$ cat src/rtl/house_hit_tracker_pkg.sv
// Shared types and constants for the election house hit tracker.
package house_hit_tracker_pkg;

  typedef enum logic [1:0] {
    Alive     = 2'd0,
    Flash     = 2'd1,
    Destroyed = 2'd2
  } house_state_t;

  // Colour value the downstream RGB mux treats as "no pixel".
  localparam logic [7:0] TRANSPARENT_ENCODING = 8'hFF;

  // Decrement that sticks at zero so hit points never wrap.
  function automatic logic [3:0] sat_dec4(input logic [3:0] v);
    return (v == 4'd0) ? 4'd0 : v - 4'd1;
  endfunction

endpackage

$ cat src/rtl/house_hit_tracker_if.sv
// Drawing-request bus between the VGA object pipeline and the house hit tracker.
interface house_hit_tracker_if
  import house_hit_tracker_pkg::*;
#(
  parameter int unsigned NUM_BULLETS = 2
);

  logic                   startOfFrame;
  logic                   restart;
  logic                   houseDR;
  logic [NUM_BULLETS-1:0] bulletDR;

  logic                   houseHit;
  logic [NUM_BULLETS-1:0] hitMask;
  logic [3:0]             hitsLeft;
  house_state_t           houseState;
  logic                   visible;
  logic                   gameOver;

  modport master (
    output startOfFrame, restart, houseDR, bulletDR,
    input  houseHit, hitMask, hitsLeft, houseState, visible, gameOver
  );

  modport slave (
    input  startOfFrame, restart, houseDR, bulletDR,
    output houseHit, hitMask, hitsLeft, houseState, visible, gameOver
  );

endinterface

$ cat src/rtl/house_hit_tracker_frame_event_latch.sv
// Sticky per-frame OR of an event vector. snap_o is the accumulated value; on strobe the
// latch restarts from the current event, so a same-cycle event lands in the next frame.
module house_hit_tracker_frame_event_latch #(
  parameter int unsigned WIDTH = 2
) (
  input  logic             clk,
  input  logic             resetN,
  input  logic             clear_i,
  input  logic             strobe_i,
  input  logic [WIDTH-1:0] event_i,
  output logic [WIDTH-1:0] snap_o
);

  logic [WIDTH-1:0] latch_d, latch_q;

  // Next latch value: clear beats strobe, strobe restarts accumulation.
  always_comb begin
    latch_d = latch_q | event_i;
    if (clear_i) begin
      latch_d = '0;
    end else if (strobe_i) begin
      latch_d = event_i;
    end
  end

  // Latch register.
  always_ff @(posedge clk or negedge resetN) begin
    if (!resetN) begin
      latch_q <= '0;
    end else begin
      latch_q <= latch_d;
    end
  end

  assign snap_o = latch_q;

endmodule

$ cat src/rtl/house_hit_tracker.sv
// House hit tracker: turns per-pixel house/bullet overlaps into one hit event per frame,
// and manages hit points, post-hit flashing and destruction.
module house_hit_tracker
  import house_hit_tracker_pkg::*;
#(
  parameter int unsigned NUM_BULLETS  = 2,
  parameter int unsigned MAX_HITS     = 3,
  parameter int unsigned FLASH_FRAMES = 32,
  parameter int unsigned FLASH_SHIFT  = 2
) (
  input  logic              clk,
  input  logic              resetN,
  house_hit_tracker_if.slave bus
);

  localparam logic [3:0] MaxHits4     = 4'(MAX_HITS);
  localparam logic [7:0] FlashFrames8 = 8'(FLASH_FRAMES);

  logic [NUM_BULLETS-1:0] overlap;
  logic [NUM_BULLETS-1:0] snap;

  house_state_t           state_d, state_q;
  logic [3:0]             hits_left_d, hits_left_q;
  logic [7:0]             frame_cnt_d, frame_cnt_q;
  logic                   visible_d, visible_q;
  logic                   game_over_d, game_over_q;
  logic                   house_hit_d, house_hit_q;
  logic [NUM_BULLETS-1:0] hit_mask_d, hit_mask_q;

  assign overlap = {NUM_BULLETS{bus.houseDR}} & bus.bulletDR;

  house_hit_tracker_frame_event_latch #(
    .WIDTH(NUM_BULLETS)
  ) u_latch (
    .clk      (clk),
    .resetN   (resetN),
    .clear_i  (bus.restart),
    .strobe_i (bus.startOfFrame),
    .event_i  (overlap),
    .snap_o   (snap)
  );

  // Next-state: restart dominates, otherwise evaluate the frame snapshot at frame boundaries.
  always_comb begin
    state_d     = state_q;
    hits_left_d = hits_left_q;
    frame_cnt_d = frame_cnt_q;
    visible_d   = visible_q;
    game_over_d = game_over_q;
    house_hit_d = 1'b0;
    hit_mask_d  = '0;

    if (bus.restart) begin
      state_d     = Alive;
      hits_left_d = MaxHits4;
      frame_cnt_d = 8'd0;
      visible_d   = 1'b1;
      game_over_d = 1'b0;
    end else if (bus.startOfFrame) begin
      case (state_q)
        Alive: begin
          if (|snap) begin
            house_hit_d = 1'b1;
            hit_mask_d  = snap;
            // One hit point per frame no matter how many bullets overlapped.
            hits_left_d = sat_dec4(hits_left_q);
            if (hits_left_d == 4'd0) begin
              state_d     = Destroyed;
              game_over_d = 1'b1;
              visible_d   = 1'b0;
            end else begin
              state_d     = Flash;
              frame_cnt_d = FlashFrames8;
            end
          end
        end
        Flash: begin
          frame_cnt_d = (frame_cnt_q == 8'd0) ? 8'd0 : frame_cnt_q - 8'd1;
          if (frame_cnt_d == 8'd0) begin
            state_d   = Alive;
            visible_d = 1'b1;
          end else begin
            visible_d = ~frame_cnt_d[FLASH_SHIFT];
          end
        end
        Destroyed: begin
          visible_d = 1'b0;
        end
        default: begin
          state_d = Alive;
        end
      endcase
    end
  end

  // State, counters and registered outputs.
  always_ff @(posedge clk or negedge resetN) begin
    if (!resetN) begin
      state_q     <= Alive;
      hits_left_q <= MaxHits4;
      frame_cnt_q <= 8'd0;
      visible_q   <= 1'b1;
      game_over_q <= 1'b0;
      house_hit_q <= 1'b0;
      hit_mask_q  <= '0;
    end else begin
      state_q     <= state_d;
      hits_left_q <= hits_left_d;
      frame_cnt_q <= frame_cnt_d;
      visible_q   <= visible_d;
      game_over_q <= game_over_d;
      house_hit_q <= house_hit_d;
      hit_mask_q  <= hit_mask_d;
    end
  end

  assign bus.houseHit   = house_hit_q;
  assign bus.hitMask    = hit_mask_q;
  assign bus.hitsLeft   = hits_left_q;
  assign bus.houseState = state_q;
  assign bus.visible    = visible_q;
  assign bus.gameOver   = game_over_q;

endmodule

$ cat src/flat_wrapper.sv
// flat-port wrapper written by rule: the top's interface ports become plain ports
module house_hit_tracker_flat import house_hit_tracker_pkg::*;
#(
  parameter int unsigned NUM_BULLETS  = 2,
  parameter int unsigned MAX_HITS     = 3,
  parameter int unsigned FLASH_FRAMES = 32,
  parameter int unsigned FLASH_SHIFT  = 2
)
  (clk, resetN, bus_startOfFrame, bus_restart, bus_houseDR, bus_bulletDR, bus_houseHit, bus_hitMask, bus_hitsLeft, bus_houseState, bus_visible, bus_gameOver);
  house_hit_tracker_if #(.NUM_BULLETS(NUM_BULLETS)) bus_i ();
  input  logic clk;
  input  logic resetN;
  input wire logic [$bits(bus_i.startOfFrame)-1:0] bus_startOfFrame;
  input wire logic [$bits(bus_i.restart)-1:0] bus_restart;
  input wire logic [$bits(bus_i.houseDR)-1:0] bus_houseDR;
  input wire logic [$bits(bus_i.bulletDR)-1:0] bus_bulletDR;
  output wire logic [$bits(bus_i.houseHit)-1:0] bus_houseHit;
  output wire logic [$bits(bus_i.hitMask)-1:0] bus_hitMask;
  output wire logic [$bits(bus_i.hitsLeft)-1:0] bus_hitsLeft;
  output wire logic [$bits(bus_i.houseState)-1:0] bus_houseState;
  output wire logic [$bits(bus_i.visible)-1:0] bus_visible;
  output wire logic [$bits(bus_i.gameOver)-1:0] bus_gameOver;
  assign bus_i.startOfFrame = bus_startOfFrame;
  assign bus_i.restart = bus_restart;
  assign bus_i.houseDR = bus_houseDR;
  assign bus_i.bulletDR = bus_bulletDR;
  assign bus_houseHit = bus_i.houseHit;
  assign bus_hitMask = bus_i.hitMask;
  assign bus_hitsLeft = bus_i.hitsLeft;
  assign bus_houseState = bus_i.houseState;
  assign bus_visible = bus_i.visible;
  assign bus_gameOver = bus_i.gameOver;
  house_hit_tracker #(.NUM_BULLETS(NUM_BULLETS), .MAX_HITS(MAX_HITS), .FLASH_FRAMES(FLASH_FRAMES), .FLASH_SHIFT(FLASH_SHIFT)) u_core (.clk(clk), .resetN(resetN), .bus(bus_i));
endmodule
$ cat config.mk
export PLATFORM = sky130hd
export DESIGN_NAME = house_hit_tracker_flat
export DESIGN_NICKNAME = d
export VERILOG_FILES = /design/src/rtl/house_hit_tracker_pkg.sv /design/src/rtl/house_hit_tracker_if.sv /design/src/rtl/house_hit_tracker_frame_event_latch.sv /design/src/rtl/house_hit_tracker.sv /design/src/flat_wrapper.sv
export SDC_FILE = /design/constraint.sdc
export NUM_CORES = 1
export LEC_CHECK = 0
export ABC_AREA = 1
export BUFFER_PORTS_ARGS = -buffer_cell sky130_fd_sc_hd__buf_2
export CAP_MARGIN = 20
export CORE_ASPECT_RATIO = 1.5
export CORE_UTILIZATION = 35
export CTS_CLUSTER_SIZE = 10
export DETAILED_ROUTE_END_ITERATION = 8
export GPL_TIMING_DRIVEN = 1
export PLACE_DENSITY_LB_ADDON = 0.25
export REMOVE_ABC_BUFFERS = 1
export SLEW_MARGIN = 20
export SYNTH_ARGS = -nofsm -noshare
export SYNTH_HDL_FRONTEND = slang
export SYNTH_SLANG_ARGS = --single-unit
$ cat constraint.sdc
create_clock -name clk -period 4.2 [get_ports clk]
set_input_delay 0 -clock clk [delete_from_list [all_inputs] [get_ports clk]]
set_output_delay 0 -clock clk [all_outputs]
set_load 0.02 [all_outputs]
== Word-level counts from Yosys, hierarchy flattened ==
Cells that the tools add are included.

* Flip-flop bits (word level): 21
* Bits in latches: 0
* Bits in writable memories: 0
* Bits in read-only memories: 0
* Input port bits: 7
* Output and inout bits: 11
* Logic and storage cells: 75
* Memories kept: 0

* Add/subtract/negate cells: 2
* Multipliers: 0
* Div/mod/pow operators: 0
* Order comparisons: 0
* Eq/ne operators: 7
* Shifts and indexed selects: 0
* Multiplexer cells: 38
* Bitwise operators: 3
* Reduce and logical (&&, ||, !) cells: 17

{| class="wikitable"
|+ Operators by type and width
! cell !! number
|-
| $mux W8 || 5
|-
| $mux W2 || 11
|-
| $mux W4 || 5
|-
| $logic_not A8 Y1 || 2
|-
| $pmux W8 S2 || 1
|-
| $reduce_and A4 Y1 || 4
|-
| $mux W1 || 14
|-
| $ne A3 B2 Y1 const B || 3
|-
| $logic_not A4 Y1 || 2
|-
| $reduce_bool A2 Y1 || 4
|-
| $sub A8 B1 Y8 const B || 1
|-
| $pmux W2 S3 || 1
|-
| $reduce_bool A4 Y1 || 1
|-
| $sub A4 B1 Y4 const B || 1
|-
| $ne A3 B3 Y1 const B || 1
|-
| $pmux W1 S3 || 1
|-
| $reduce_and A3 Y1 || 1
|-
| $reduce_bool A3 Y1 || 1
|-
| $and A2 B2 Y2 || 1
|-
| $eq A2 B1 Y1 const B || 1
|-
| $eq A2 B2 Y1 const B || 1
|-
| $logic_not A2 Y1 || 1
|-
| $ne A2 B2 Y1 const B || 1
|-
| $or A2 B2 Y2 || 1
|-
| other kinds (2) || 2
|}

== Longest topological paths before layout ==
Gate-level depths: netlist (run 1).

* Word-level depth: 8
* Mapped depth: 13
* Mapped depth without buffers: 13

== Modules after synthesis ==
A second synthesis (run 1) with hierarchy kept.

* Cells, all modules: 153
* Area, all modules: 1169.9 um^2

{| class="wikitable"
|+ By module, submodules not included
! module !! times used !! cells each !! area each (um^2) !! seq. area each (um^2)
|-
| house_hit_tracker || 1 || 144 || 1091.0 || 479.2
|-
| house_hit_tracker_frame_event_latch || 1 || 9 || 78.8 || 50.0
|}

== Least setup slack after synthesis (run 1) ==
No wires, ideal clock.

* Path kind: register -> register
* Start: register u_core.state_q[1], in the netlist u_core.bus.houseState[1]
* End: register u_core.frame_cnt_q[0]
* Setup time: 0.083 ns
* Arrival time: 1.650 ns
* Data required time: 4.117 ns
* Setup slack: 2.467 ns
* Stages on the path, launching flop included: 10
* Buffers on the path: 0
* Period minus slack after synthesis: 1.733 ns
* Cells stage by stage: dfrtp_1 -> inv_1 -> ha_1 -> inv_2 -> nor2_2 -> nand2_4 -> nand2_4 -> a211oi_4 -> nand2_2 -> o22ai_1

* Word-level cells in the longest chain between the ends: 4
* Elaborated cells between the ends (all ways): 9
* Classes of those cells: eq/ne: 3; mux: 3; reduce/logical: 3

{| class="wikitable"
|+ Ends and longest elaborated chain
! what !! line !! source
|-
| from (decl) || house_hit_tracker.sv:22 || <nowiki>house_state_t state_d, state_q;</nowiki>
|-
| from (signal assigned) || house_hit_tracker.sv:99 || <nowiki>state_q <= Alive;</nowiki>
|-
| from (signal assigned) || house_hit_tracker.sv:107 || <nowiki>state_q <= state_d;</nowiki>
|-
| $eq A2 B1 Y1 or $logic_not A2 Y1 (tied branches) || house_hit_tracker.sv:60 || <nowiki>case (state_q)</nowiki>
|-
| $pmux W8 S2 || house_hit_tracker.sv:60 ||
|-
| $mux W8 || house_hit_tracker.sv:59 || <nowiki>end else if (bus.startOfFrame) begin</nowiki>
|-
| $mux W8 || house_hit_tracker.sv:53 || <nowiki>if (bus.restart) begin</nowiki>
|-
| to (signal assigned) || house_hit_tracker.sv:109 || <nowiki>frame_cnt_q <= frame_cnt_d;</nowiki>
|-
| to (decl) || house_hit_tracker.sv:24 || <nowiki>logic [7:0] frame_cnt_d, frame_cnt_q;</nowiki>
|}

Parallel ways exist; a longest one is shown, timed or not. The select of a mux whose other input is x is not followed.
A chain may end at the register's enable or synchronous reset.

== Final worst setup path (run 1) ==
* Start: register u_core.state_q[1], in the netlist u_core.bus.houseState[1]
* End: register u_core.frame_cnt_q[1]

The elaborated chain is that of the path after synthesis.

==> insert_results.sql, run 1 <==
INSERT INTO impl_metrics (metric_group, metric, value, unit) VALUES
('grt', 'antenna_found_initial', '0', ''),
('place', 'post-dp-hpwl', '2020', 'µm'),
('detailed_routing', 'vias', '1085', ''),
('grt', 'overall_track_demand_over_capacity_in_global_routing', '0.169', ''),
('die', 'floorplan.core_area', '0.00319', 'mm²'),
('clock_tree', 'cts_sinks', '21', ''),
('yosys', 'synth.distinct_cells', '24', ''),
('sta', 'period_minus_ws_final', '1.94', 'ns'),
('sta', 'rsz0062_at_grt', 'no', ''),
('clock_tree', 'htree_levels', '1', ''),
('detailed_routing', 'dr.first_iter.drc_count', '30', ''),
('grt', 'grt_max_degree', '22', ''),
('layout', 'num-fill-cells', '327', ''),
('die', 'placement_rows', '25', ''),
('yosys', 'yosysWarnings', '0', ''),
('detailed_routing', 'wl_met2', '1450', 'µm'),
('layout', 'finalCoreUtilization', '0.442', ''),
('worst_setup_path', 'critical_path.reg2reg.startpoint', 'u_core.bus.houseState[1]', ''),
('worst_setup_path', 'cp_max_fo', '10', ''),
('min_path', 'hold_path_class', 'in2reg', ''),
('clock_tree', 'clock_tree.buffer_depth', '2', ''),
('worst_setup_path', 'crit_arrival', '2.11', 'ns'),
('yosys', 'syn-instance-count', '148', ''),
('clock_tree', 'clkLatencyLatePin', '0.26', 'ns'),
('layout', 'final_common_cell', 'nand2_1', ''),
('worst_setup_path', 'critical_path_capture_point_type', 'register', ''),
('layout', 'antenna_cells_inserted', '0', ''),
('clock_tree', 'cts_buffers', '3', ''),
('detailed_routing', 'wirelength_met1', '1060', 'µm'),
('detailed_routing', 'top_layer_used', 'met4', ''),
('detailed_routing', 'detailroute.wirelength.met3', '70', 'µm'),
('sta', 'fin_setup_tns', '0', 'ns'),
('yosys', 'synth-seq-cells', '21', ''),
('power_and_ir_drop', 'powerDensity', '717', 'mW/mm²'),
('sta', 'timing_worst_slew_pin_value', '0.482', 'ns'),
('sta', 'finalSetupViolations', '0', ''),
('detailed_routing', 'drtAntennaViolNets', '0', ''),
('layout', 'sequential_cell_area', '529', 'µm²'),
('die', 'start_util', '0.374', ''),
('grt', 'grt_pass1_wl', '4730', 'µm'),
('worst_setup_path', 'timing.critical_path.required', '4.38', 'ns'),
('layout', 'multi_input_area', '562', 'µm²'),
('die', 'die_area', '0.00365', 'mm²'),
('worst_setup_path', 'cp-startpoint', 'u_core.bus.houseState[1]', ''),
('min_path', 'timing.hold.worst.start', 'bus_restart', ''),
('layout', 'area_delta_synth_final', '18.4', '%'),
('power_and_ir_drop', 'power.static_leakage', '0.706', 'nW'),
('yosys', 'netlist_area', '0.00119', 'mm²'),
('worst_setup_path', 'cp-start-kind', 'register', ''),
('layout', 'final_layout_size_suffix_gt1_frac', '0.225', ''),
('worst_setup_path', 'worstSetupPathType', 'reg2reg', ''),
('clock_tree', 'clk_root_buffer_cell', 'clkbuf_8', ''),
('die', 'io_pins', '18', ''),
('detailed_routing', 'routed_wl', '2650', 'µm'),
('run_status', 'status', 'completed', ''),
('sta', 'skew', '0.00252', 'ns'),
('detailed_routing', 'drtPass1Iterations', '4', ''),
('place', 'port-buffer-count', '17', ''),
('detailed_routing', 'detail_route.wl_per_cell', '12.4', 'µm'),
('die', 'die_h', '73.5', 'µm'),
('grt', 'via_count_of_the_first_global_routing_pass', '1117', ''),
('layout', 'nets', '186', ''),
('power_and_ir_drop', 'ir_worst_vdd', '0.000361', 'V'),
('sta', 'timing_max_transition_violations_final', '0', ''),
('yosys', 'postSynthAreaPerCell', '8.06', 'µm²'),
('yosys', 'yosysSeqAreaShare', '0.444', ''),
('clock_tree', 'cts_repair_resizes', '0', ''),
('clock_tree', 'clkTransAtPathRegs', '0.07', 'ns'),
('sta', 'fmax', '0.517', 'GHz'),
('sta', 'final.period_utilization', '0.461', ''),
('run', 'drv_cap', '0', ''),
('grt', 'grt.overflow.total', '0', ''),
('die', 'die_width', '49.7', 'µm'),
('layout', 'layout.cells.most_common_list', '23 x nand2_1, 18 x nor2_1, 18 x dfrtp_1, 17 x buf_2', ''),
('detailed_routing', 'detail_route.vias_per_cell', '5.09', ''),
('place', 'gp_congestion', '0.845', ''),
('sta', 'hold_viol_final', '0', ''),
('clock_tree', 'cts_tree', 'yes', ''),
('detailed_routing', 'remaining_routing_drc_violations', '0', ''),
('sta', 'slew-limit-headroom', '0.678', '');
cell usage after synthesis:
library cell  count  area, µm²
nand2_1          23       86.3
dfrtp_1          18        450
nor2_1           18       67.6
inv_1            15       56.3
nand3_1          15       75.1
inv_2             8       30.0
nor3_1            7       35.0
o21ai_0           7       35.0
o22ai_1           7       43.8
a21oi_1           6       30.0
ha_1              5       62.6
dfstp_2           3       78.8
nand2_4           3       33.8
nand2_2           2       12.5
nand4_1           2       12.5
a211oi_4          1       20.0
buf_6             1       11.3
clkinv_1          1       3.75
nor2_2            1       6.26
o21ai_1           1       5.00
o221a_2           1       11.3
o311ai_0          1       8.76
o31ai_1           1       7.51
xor2_1            1       8.76
worst paths after layout:
check,endpoint,slack (ns),cells past startpoint
min in group asynchronous,u_core.frame_cnt_q[6],0.24,2
max reg2reg,u_core.frame_cnt_q[1],2.26,9
min reg2reg,u_core.bus.visible,0.51,2
min,u_core.bus.gameOver,0.06,2
max in group asynchronous,u_core.bus.visible,3.61,2
max,u_core.frame_cnt_q[1],2.26,9
flip-flops by register name (all words and copies together) (netlist names):
| signal | flops |
|---|---|
| u_core.bus.houseState | 2 |
| u_core.bus.hitMask | 2 |
| u_core.bus.hitsLeft | 4 |
| u_core.bus.gameOver | 1 |
| u_core.frame_cnt_q | 8 |
| u_core.bus.houseHit | 1 |
| u_core.bus.visible | 1 |
| u_core.u_latch.snap_o | 2 |
metal layers:
| layer | vias to the layer above | track usage |
|---|---|---|
| met4 | 0 | 0.0889 |
| met5 | - | 0 |
| met2 | 24 | 0.321 |
| met1 | 514 | 0.179 |
| met3 | 7 | 0.0186 |
| li1 | 540 | - |
power by group:
part	switching, mW	leakage [nW]	internal, mW
clock network	0.0616	0.0228	0.0676
registers	0.0446	0.277	0.251
logic	0.383	0.407	0.204
stage by stage:
| step | setup slack (ns) | std cells | power, mW | hold WS, ns | instance area (µm²) |
|---|---|---|---|---|---|
| final | 2.26 | 213 | 1.01 | 0.0632 | 1410 |
| after global routing | 2.06 | 213 | 1.10 | 0.0841 | 1410 |
| after CTS | 2.27 | 213 | 1.01 | 0.0548 | 1410 |
| after detailed placement | 2.28 | 204 | 0.876 | -0.0152 | 1320 |
| after global placement | 2.33 | 204 | 0.869 | -0.00925 | 1320 |
| after floorplan | 2.47 | 147 | 0.747 | -0.296 | 1180 |
area by class of cell:
cell class	count	share of cell area
multi-input cells	102	0.398
flip-flops and latches	21	0.375
repair buffers	22	0.0957
inverters	24	0.0638
well taps	40	0.0355
clock buffers	4	0.0319
what timing repair did:
action,4_1_cts,5_1_grt
hold endpoints to repair,20,0
buffers inserted,0,0
hold buffers,5,0
critical path, stage by stage, from the launching register on:
cell,delay [ns]
dfrtp_1,0.46
inv_1,0.10
ha_1,0.22
inv_2,0.07
nor2_2,0.05
nand2_4,0.07
nand2_4,0.06
a211oi_4,0.45
nand2_2,0.20
o22ai_1,0.18
logic make-up (layout without fill, tap and decap cells):
kind of cell / count (synthesis) / after routing / share of synthesized area
flip-flops: 21 / 21 / 0.444
AO/OA/AOI/OAI: 25 / 25 / 0.135
adder cells (fa/ha/maj): 5 / 5 / 0.0525
AND/OR/NAND/NOR: 71 / 71 / 0.276
buffers and inverters: 25 / 50 / 0.0850
XOR/XNOR: 1 / 1 / 0.00735
(Power assumes the default switching activity.)
==> run 2: changes to the inputs <==
==> constraint.sdc (replaced) <==
create_clock -name clk -period 1.6 [get_ports clk]
set_input_delay 0 -clock clk [delete_from_list [all_inputs] [get_ports clk]]
set_output_delay 0 -clock clk [all_outputs]
set_load 0.02 [all_outputs]
==> run 2 against run 1 <==
  * The flow now finishes with violations (setup timing)
  * Power rose to 3.4 times the previous value
  * Clock power rose to 2.6 times the previous value
  * Critical path depth up 2
  * Cell area grew 13%
  * Wire length is 6.9% higher
  * Sequential cell count is the same
  * Utilization rose by 5.7 points
  * Fmax grew 17%
  * Register-to-register slack worse by 2.3 ns
  * Worst hold slack got worse by 0.037 ns
  * Largest power group unchanged
==> insert_results.sql, run 2 (synthesis results as in run 1) <==
INSERT INTO impl_metrics (metric_group, metric, value, unit) VALUES
('run_status', 'status', 'finished with violations', ''),
('run_status', 'failed_checks', 'setup timing', ''),
('sta', 'hold_viol_final', '0', ''),
('clock_tree', 'htree_levels', '1', ''),
('sta', 'final.period_utilization', '1.03', ''),
('sta', 'timing_max_transition_violations_final', '0', ''),
('min_path', 'hold_path_class', 'in2reg', ''),
('layout', 'final_layout_size_suffix_gt1_frac', '0.384', ''),
('sta', 'finalSetupViolations', '2', ''),
('clock_tree', 'clock_tree.buffer_depth', '2', ''),
('worst_setup_path', 'reg2reg_slack', '-0.05', 'ns'),
('detailed_routing', 'dr.first_iter.drc_count', '14', ''),
('die', 'floorplan.core_area', '0.00319', 'mm²'),
('place', 'gp_congestion', '0.911', ''),
('detailed_routing', 'routed_wl', '2830', 'µm'),
('clock_tree', 'cts_buffers', '3', ''),
('place', 'pre_cts_slack', '-0.0626', 'ns'),
('power_and_ir_drop', 'power.static_leakage', '0.789', 'nW'),
('worst_setup_path', 'crit_arrival', '1.80', 'ns'),
('die', 'die_area', '0.00365', 'mm²'),
('detailed_routing', 'detail_route.wl_per_cell', '12.6', 'µm'),
('clock_tree', 'clk_root_buffer_cell', 'clkbuf_8', ''),
('worst_setup_path', 'worst_r2r_path_depth', '11', ''),
('die', 'die_width', '49.7', 'µm'),
('sta', 'timing_worst_slew_pin_value', '0.485', 'ns'),
('clock_tree', 'cts_tree', 'yes', ''),
('detailed_routing', 'drtPass1Iterations', '4', ''),
('clock_tree', 'clkTransAtPathRegs', '0.07', 'ns'),
('grt', 'grt_pass1_wl', '4660', 'µm'),
('place', 'port-buffer-count', '17', ''),
('power_and_ir_drop', 'power.net_switching', '1.59', 'mW'),
('grt', 'grt_max_degree', '22', ''),
('layout', 'area_delta_synth_final', '33.7', '%'),
('sta', 'slew-limit-headroom', '0.677', ''),
('layout', 'antenna_cells_inserted', '0', ''),
('worst_setup_path', 'timing.critical_path.required', '1.75', 'ns'),
('power_and_ir_drop', 'p_comb_frac', '0.678', ''),
('detailed_routing', 'remaining_routing_drc_violations', '0', ''),
('layout', 'nets', '198', ''),
('power_and_ir_drop', 'ir_worst_vdd', '0.00137', 'V'),
('sta', 'period_minus_ws_final', '1.65', 'ns'),
('worst_setup_path', 'worstSetupPathType', 'reg2reg', ''),
('clock_tree', 'clkLatencyLatePin', '0.25', 'ns'),
('grt', 'overall_track_demand_over_capacity_in_global_routing', '0.168', ''),
('clock_tree', 'cts_sinks', '21', ''),
('worst_setup_path', 'cp-start-kind', 'register', ''),
('layout', 'finalCoreUtilization', '0.500', ''),
('sta', 'skew', '0.00132', 'ns'),
('layout', 'layout.cells.most_common_list', '17 x nand2_1, 17 x buf_2, 17 x dfrtp_1, 15 x nor2_1, 14 x inv_1', ''),
('sta', 'rsz0062_at_grt', 'yes', ''),
('die', 'io_pins', '18', ''),
('detailed_routing', 'drtAntennaViolNets', '0', ''),
('detailed_routing', 'detail_route.vias_per_cell', '5.01', ''),
('run', 'drv_cap', '0', ''),
('grt', 'via_count_of_the_first_global_routing_pass', '1178', ''),
('die', 'placement_rows', '25', ''),
('worst_setup_path', 'cp_max_fo', '5', ''),
('power_and_ir_drop', 'clockPowerShare', '0.097', ''),
('power_and_ir_drop', 'seqPwrFrac', '0.225', ''),
('worst_setup_path', 'critical_path_capture_point_type', 'register', ''),
('power_and_ir_drop', 'netSwitchingFraction', '0.463', ''),
('power_and_ir_drop', 'cellInternalPower', '1.85', 'mW'),
('power_and_ir_drop', 'powerDensity', '2160', 'mW/mm²'),
('min_path', 'hold-path-cell-count', '3', ''),
('grt', 'antenna_found_initial', '0', ''),
('grt', 'grt.overflow.total', '0', ''),
('layout', 'top_reg_by_flops', 'u_core.frame_cnt_q', ''),
('layout', 'flip_flop_count_of_the_largest_register_after_layout', '8', ''),
('sta', 'layout_setup_ws', '-0.0473', 'ns'),
('sta', 'fmax', '0.607', 'GHz'),
('die', 'start_util', '0.374', ''),
('place', 'post-dp-hpwl', '2040', 'µm'),
('die', 'die_h', '73.5', 'µm'),
('detailed_routing', 'vias', '1127', '');
-- run 2: power by group through the flow --
stage               combinational, mW  sequential [mW]  clock, mW
floorplan                        1.16            0.795          0
global placement                 1.62            0.769          0
detailed placement               1.63            0.774          0
CTS                              1.89            0.765      0.355
global route                     2.61            0.792      0.369
finish                           2.33            0.773      0.334
-- run 2: through the flow --
step	std cells	setup TNS (ns)	area [µm²]	hold WS [ns]	power (mW)
3_3_place_gp	212	0	1380	-0.0167	2.39
5_1_grt	225	-0.454	1590	0.0183	3.77
6_report	225	-0.0864	1590	0.0265	3.44
3_5_place_dp	212	-0.120	1380	-0.00362	2.41
2_1_floorplan	147	-0.958	1180	-0.296	1.96
4_1_cts	223	-0.0678	1520	0.00762	3.01
-- run 2: worst paths after layout --
| path | from | endpoint |
|---|---|---|
| setup reg to reg | u_core.frame_cnt_q[1] | u_core.bus.houseState[1] |
| max in group asynchronous | resetN | u_core.bus.visible |
| hold reg to reg | u_core.bus.gameOver | u_core.bus.gameOver |
| hold / removal | bus_houseDR | u_core.u_latch.snap_o[0] |
| min in group asynchronous | resetN | u_core.frame_cnt_q[0] |
| setup / recovery | u_core.frame_cnt_q[1] | u_core.bus.houseState[1] |
-- run 2: final cells by class --
cell class	instances	area, µm²
fill	337	1600
tap	40	50.0
timing repair buffer	34	223
clock buffer	4	45.0
multi-input combinational	102	656
sequential	21	531
inverter	24	90.1
-- run 2: repair_timing --
item | 4_1_cts | 5_1_grt
endpoints found under the hold margin | 20 | 0
hold buffers | 4 | 0
buffers inserted | 3 | 2
endpoints found under the setup margin | 3 | 5
gates resized for setup | 11 | 16
pin swaps | 5 | 9
-- run 2: metal layers --
| layer | vias up | track usage | wire length [µm] |
|---|---|---|---|
| li1 | 564 | - | - |
| met1 | 537 | 0.158 | 1080 |
| met2 | 18 | 0.336 | 1630 |
| met3 | 8 | 0.0207 | 49 |
| met4 | 0 | 0.0952 | 72 |
| met5 | - | 0 | 0 |
-- run 2: critical path, cell delays in order, from the launching register on --
cell	delay, ns
dfrtp_1	0.40
inv_2	0.09
ha_2	0.23
nand2_1	0.07
o21ai_1	0.23
nand3_4	0.11
nand2_1	0.07
nor2_1	0.04
nand3_1	0.07
nand2_2	0.08
nand3_1	0.10
nand2_1	0.06
==> run 3: changes to the inputs <==
==> constraint.sdc (replaced) <==
create_clock -name clk -period 1.7 [get_ports clk]
set_input_delay 0 -clock clk [delete_from_list [all_inputs] [get_ports clk]]
set_output_delay 0 -clock clk [all_outputs]
set_load 0.02 [all_outputs]
==> run 3 against run 2 <==
  * The flow now finishes without violations
  * Count of clock-buffer cells in the layout decreased by 1
  * Clock skew increased by 0.0038 ns
  * Worst hold slack got worse by 0.014 ns
  * Fmax increased by 1.2%
  * Cell area decreased by 2.4%
  * Utilization decreased by 1.2 points
  * Global-route usage decreased by 0.46 points
  * Highest routed layer unchanged
==> insert_results.sql, run 3 (synthesis results as in run 1) <==
INSERT INTO impl_metrics (metric_group, metric, value, unit) VALUES
('sta', 'slew-limit-headroom', '0.687', ''),
('clock_tree', 'clkLatencyLatePin', '0.26', 'ns'),
('grt', 'grt_pass1_wl', '4500', 'µm'),
('power_and_ir_drop', 'powerDensity', '1980', 'mW/mm²'),
('layout', 'flip_flop_count_of_the_largest_register_after_layout', '8', ''),
('layout', 'num-fill-cells', '331', ''),
('detailed_routing', 'routed_wl', '2860', 'µm'),
('worst_setup_path', 'timing.critical_path.required', '1.85', 'ns'),
('detailed_routing', 'detail_route.wl_per_cell', '12.8', 'µm'),
('detailed_routing', 'dr.first_iter.drc_count', '29', ''),
('grt', 'via_count_of_the_first_global_routing_pass', '1123', ''),
('min_path', 'hold_path_class', 'in2reg', ''),
('layout', 'final_layout_size_suffix_gt1_frac', '0.366', ''),
('sta', 'timing_max_transition_violations_final', '0', ''),
('grt', 'grt_max_degree', '22', ''),
('sta', 'final.period_utilization', '0.958', ''),
('power_and_ir_drop', 'ir_worst_vdd', '0.000906', 'V'),
('sta', 'finalSetupViolations', '0', ''),
('clock_tree', 'cts_buffers', '3', ''),
('power_and_ir_drop', 'p_comb_frac', '0.659', ''),
('power_and_ir_drop', 'seqPwrFrac', '0.236', ''),
('worst_setup_path', 'cp_max_fo', '5', ''),
('worst_setup_path', 'cp-start-kind', 'register', ''),
('layout', 'final_common_cell', 'nand2_1', ''),
('layout', 'nets', '196', ''),
('worst_setup_path', 'reg2reg_slack', '0.07', 'ns'),
('die', 'die_width', '49.7', 'µm'),
('layout', 'antenna_cells_inserted', '0', ''),
('place', 'gp_congestion', '0.899', ''),
('power_and_ir_drop', 'clockPowerShare', '0.104', ''),
('layout', 'layout.cells.most_common_list', '19 x nand2_1, 17 x buf_2, 17 x dfrtp_1, 15 x nor2_1, 14 x inv_1', ''),
('grt', 'antenna_found_initial', '0', ''),
('sta', 'skew', '0.00510', 'ns'),
('detailed_routing', 'drtAntennaViolNets', '0', ''),
('power_and_ir_drop', 'netSwitchingFraction', '0.474', ''),
('place', 'port-buffer-count', '17', ''),
('die', 'start_util', '0.374', ''),
('sta', 'period_minus_ws_final', '1.63', 'ns'),
('detailed_routing', 'drtPass1Iterations', '4', ''),
('clock_tree', 'clk_root_buffer_cell', 'clkbuf_8', ''),
('run_status', 'status', 'completed', ''),
('clock_tree', 'clkTransAtPathRegs', '0.08', 'ns'),
('layout', 'finalCoreUtilization', '0.488', ''),
('detailed_routing', 'vias', '1145', ''),
('sta', 'hold_viol_final', '0', ''),
('worst_setup_path', 'critical_path_capture_point_type', 'register', ''),
('layout', 'post_layout_nonfiller_instances', '223', ''),
('layout', 'sequential_cell_area', '531', 'µm²'),
('power_and_ir_drop', 'cellInternalPower', '1.62', 'mW'),
('sta', 'timing_worst_slew_pin_value', '0.469', 'ns'),
('grt', 'grt.overflow.total', '0', ''),
('grt', 'overall_track_demand_over_capacity_in_global_routing', '0.163', ''),
('die', 'die_area', '0.00365', 'mm²'),
('power_and_ir_drop', 'power.static_leakage', '0.776', 'nW'),
('clock_tree', 'htree_levels', '1', ''),
('detailed_routing', 'remaining_routing_drc_violations', '0', ''),
('detailed_routing', 'detail_route.vias_per_cell', '5.13', ''),
('worst_setup_path', 'worstSetupPathType', 'reg2reg', ''),
('clock_tree', 'cts_sinks', '21', ''),
('layout', 'top_reg_by_flops', 'u_core.frame_cnt_q', ''),
('place', 'placedCellCount', '209', ''),
('die', 'io_pins', '18', ''),
('die', 'placement_rows', '25', ''),
('clock_tree', 'cts_tree', 'yes', ''),
('clock_tree', 'clock_tree.buffer_depth', '2', ''),
('die', 'die_h', '73.5', 'µm'),
('sta', 'fmax', '0.614', 'GHz'),
('power_and_ir_drop', 'power.net_switching', '1.46', 'mW'),
('layout', 'multi_input_area', '639', 'µm²'),
('sta', 'fin_setup_tns', '0', 'ns'),
('sta', 'rsz0062_at_grt', 'yes', ''),
('layout', 'area_delta_synth_final', '30.5', '%'),
('die', 'floorplan.core_area', '0.00319', 'mm²'),
('worst_setup_path', 'crit_arrival', '1.78', 'ns'),
('run', 'drv_cap', '0', ''),
('place', 'post-dp-hpwl', '2090', 'µm');
run 3: worst paths after layout:
check | startpoint | end | cells after the start
setup / recovery | u_core.frame_cnt_q[1] | u_core.bus.houseState[1] | 13
max in group asynchronous | resetN | u_core.bus.hitsLeft[0] | 2
hold / removal | bus_houseDR | u_core.u_latch.snap_o[0] | 3
min in group asynchronous | resetN | u_core.frame_cnt_q[0] | 2
setup reg to reg | u_core.frame_cnt_q[1] | u_core.bus.houseState[1] | 13
hold reg to reg | u_core.bus.visible | u_core.bus.visible | 2
run 3: power by group through the flow:
stage                     combinational [mW]  sequential (mW)  clock [mW]
after floorplan                         1.10            0.749           0
after global placement                  1.47            0.723           0
after detailed placement                1.48            0.727           0
after CTS                               1.49            0.718       0.333
after global routing                    2.22            0.744       0.355
final                                   2.03            0.729       0.322
run 3: stage by stage:
stage | total power, mW | instance area [µm²] | hold slack [ns] | worst slack, ns
after CTS | 2.54 | 1440 | 0.0126 | 0.00226
after floorplan | 1.84 | 1180 | -0.296 | -0.0316
after global placement | 2.19 | 1350 | -0.0176 | 0.0719
after detailed placement | 2.21 | 1350 | -0.0172 | 0.0249
after global routing | 3.32 | 1560 | 0.0423 | -0.0520
final | 3.08 | 1560 | 0.0128 | 0.0716
run 3: metal layers:
layer  GRT usage  routed length [µm]  up-vias
li1            -                   -      556
met1       0.157                1020      546
met2       0.317                1660       31
met3      0.0207                  82       12
met4       0.105                  97        0
met5           0                   0        -
run 3: worst max-delay path, stage by stage, from the launching register on:
cell	delay, ns
dfrtp_1	0.39
inv_2	0.10
ha_4	0.15
nand2_4	0.05
nor2_4	0.14
nand2_4	0.09
nand3_2	0.09
nand2_1	0.05
nor2_1	0.10
nand3_1	0.10
nand2_2	0.09
nand2_2	0.05
nand2_1	0.06
nand2_1	0.05
run 3: area by class of cell:
type,count,area share
multi-input combinational,103,0.411
sequential,21,0.341
timing repair buffer,31,0.129
inverter,24,0.0579
tap,40,0.0322
clock buffer,3,0.0265
clock inverter,1,0.00322
run 3: timing repair:
item | 4_1_cts | 5_1_grt
pin swaps | 1 | 10
gates resized for setup | 0 | 24
cloned | 0 | 1
buffers inserted | 0 | 5
setup endpoints to repair | 1 | 12
endpoints found under the hold margin | 20 | 0
hold buffers | 4 | 0
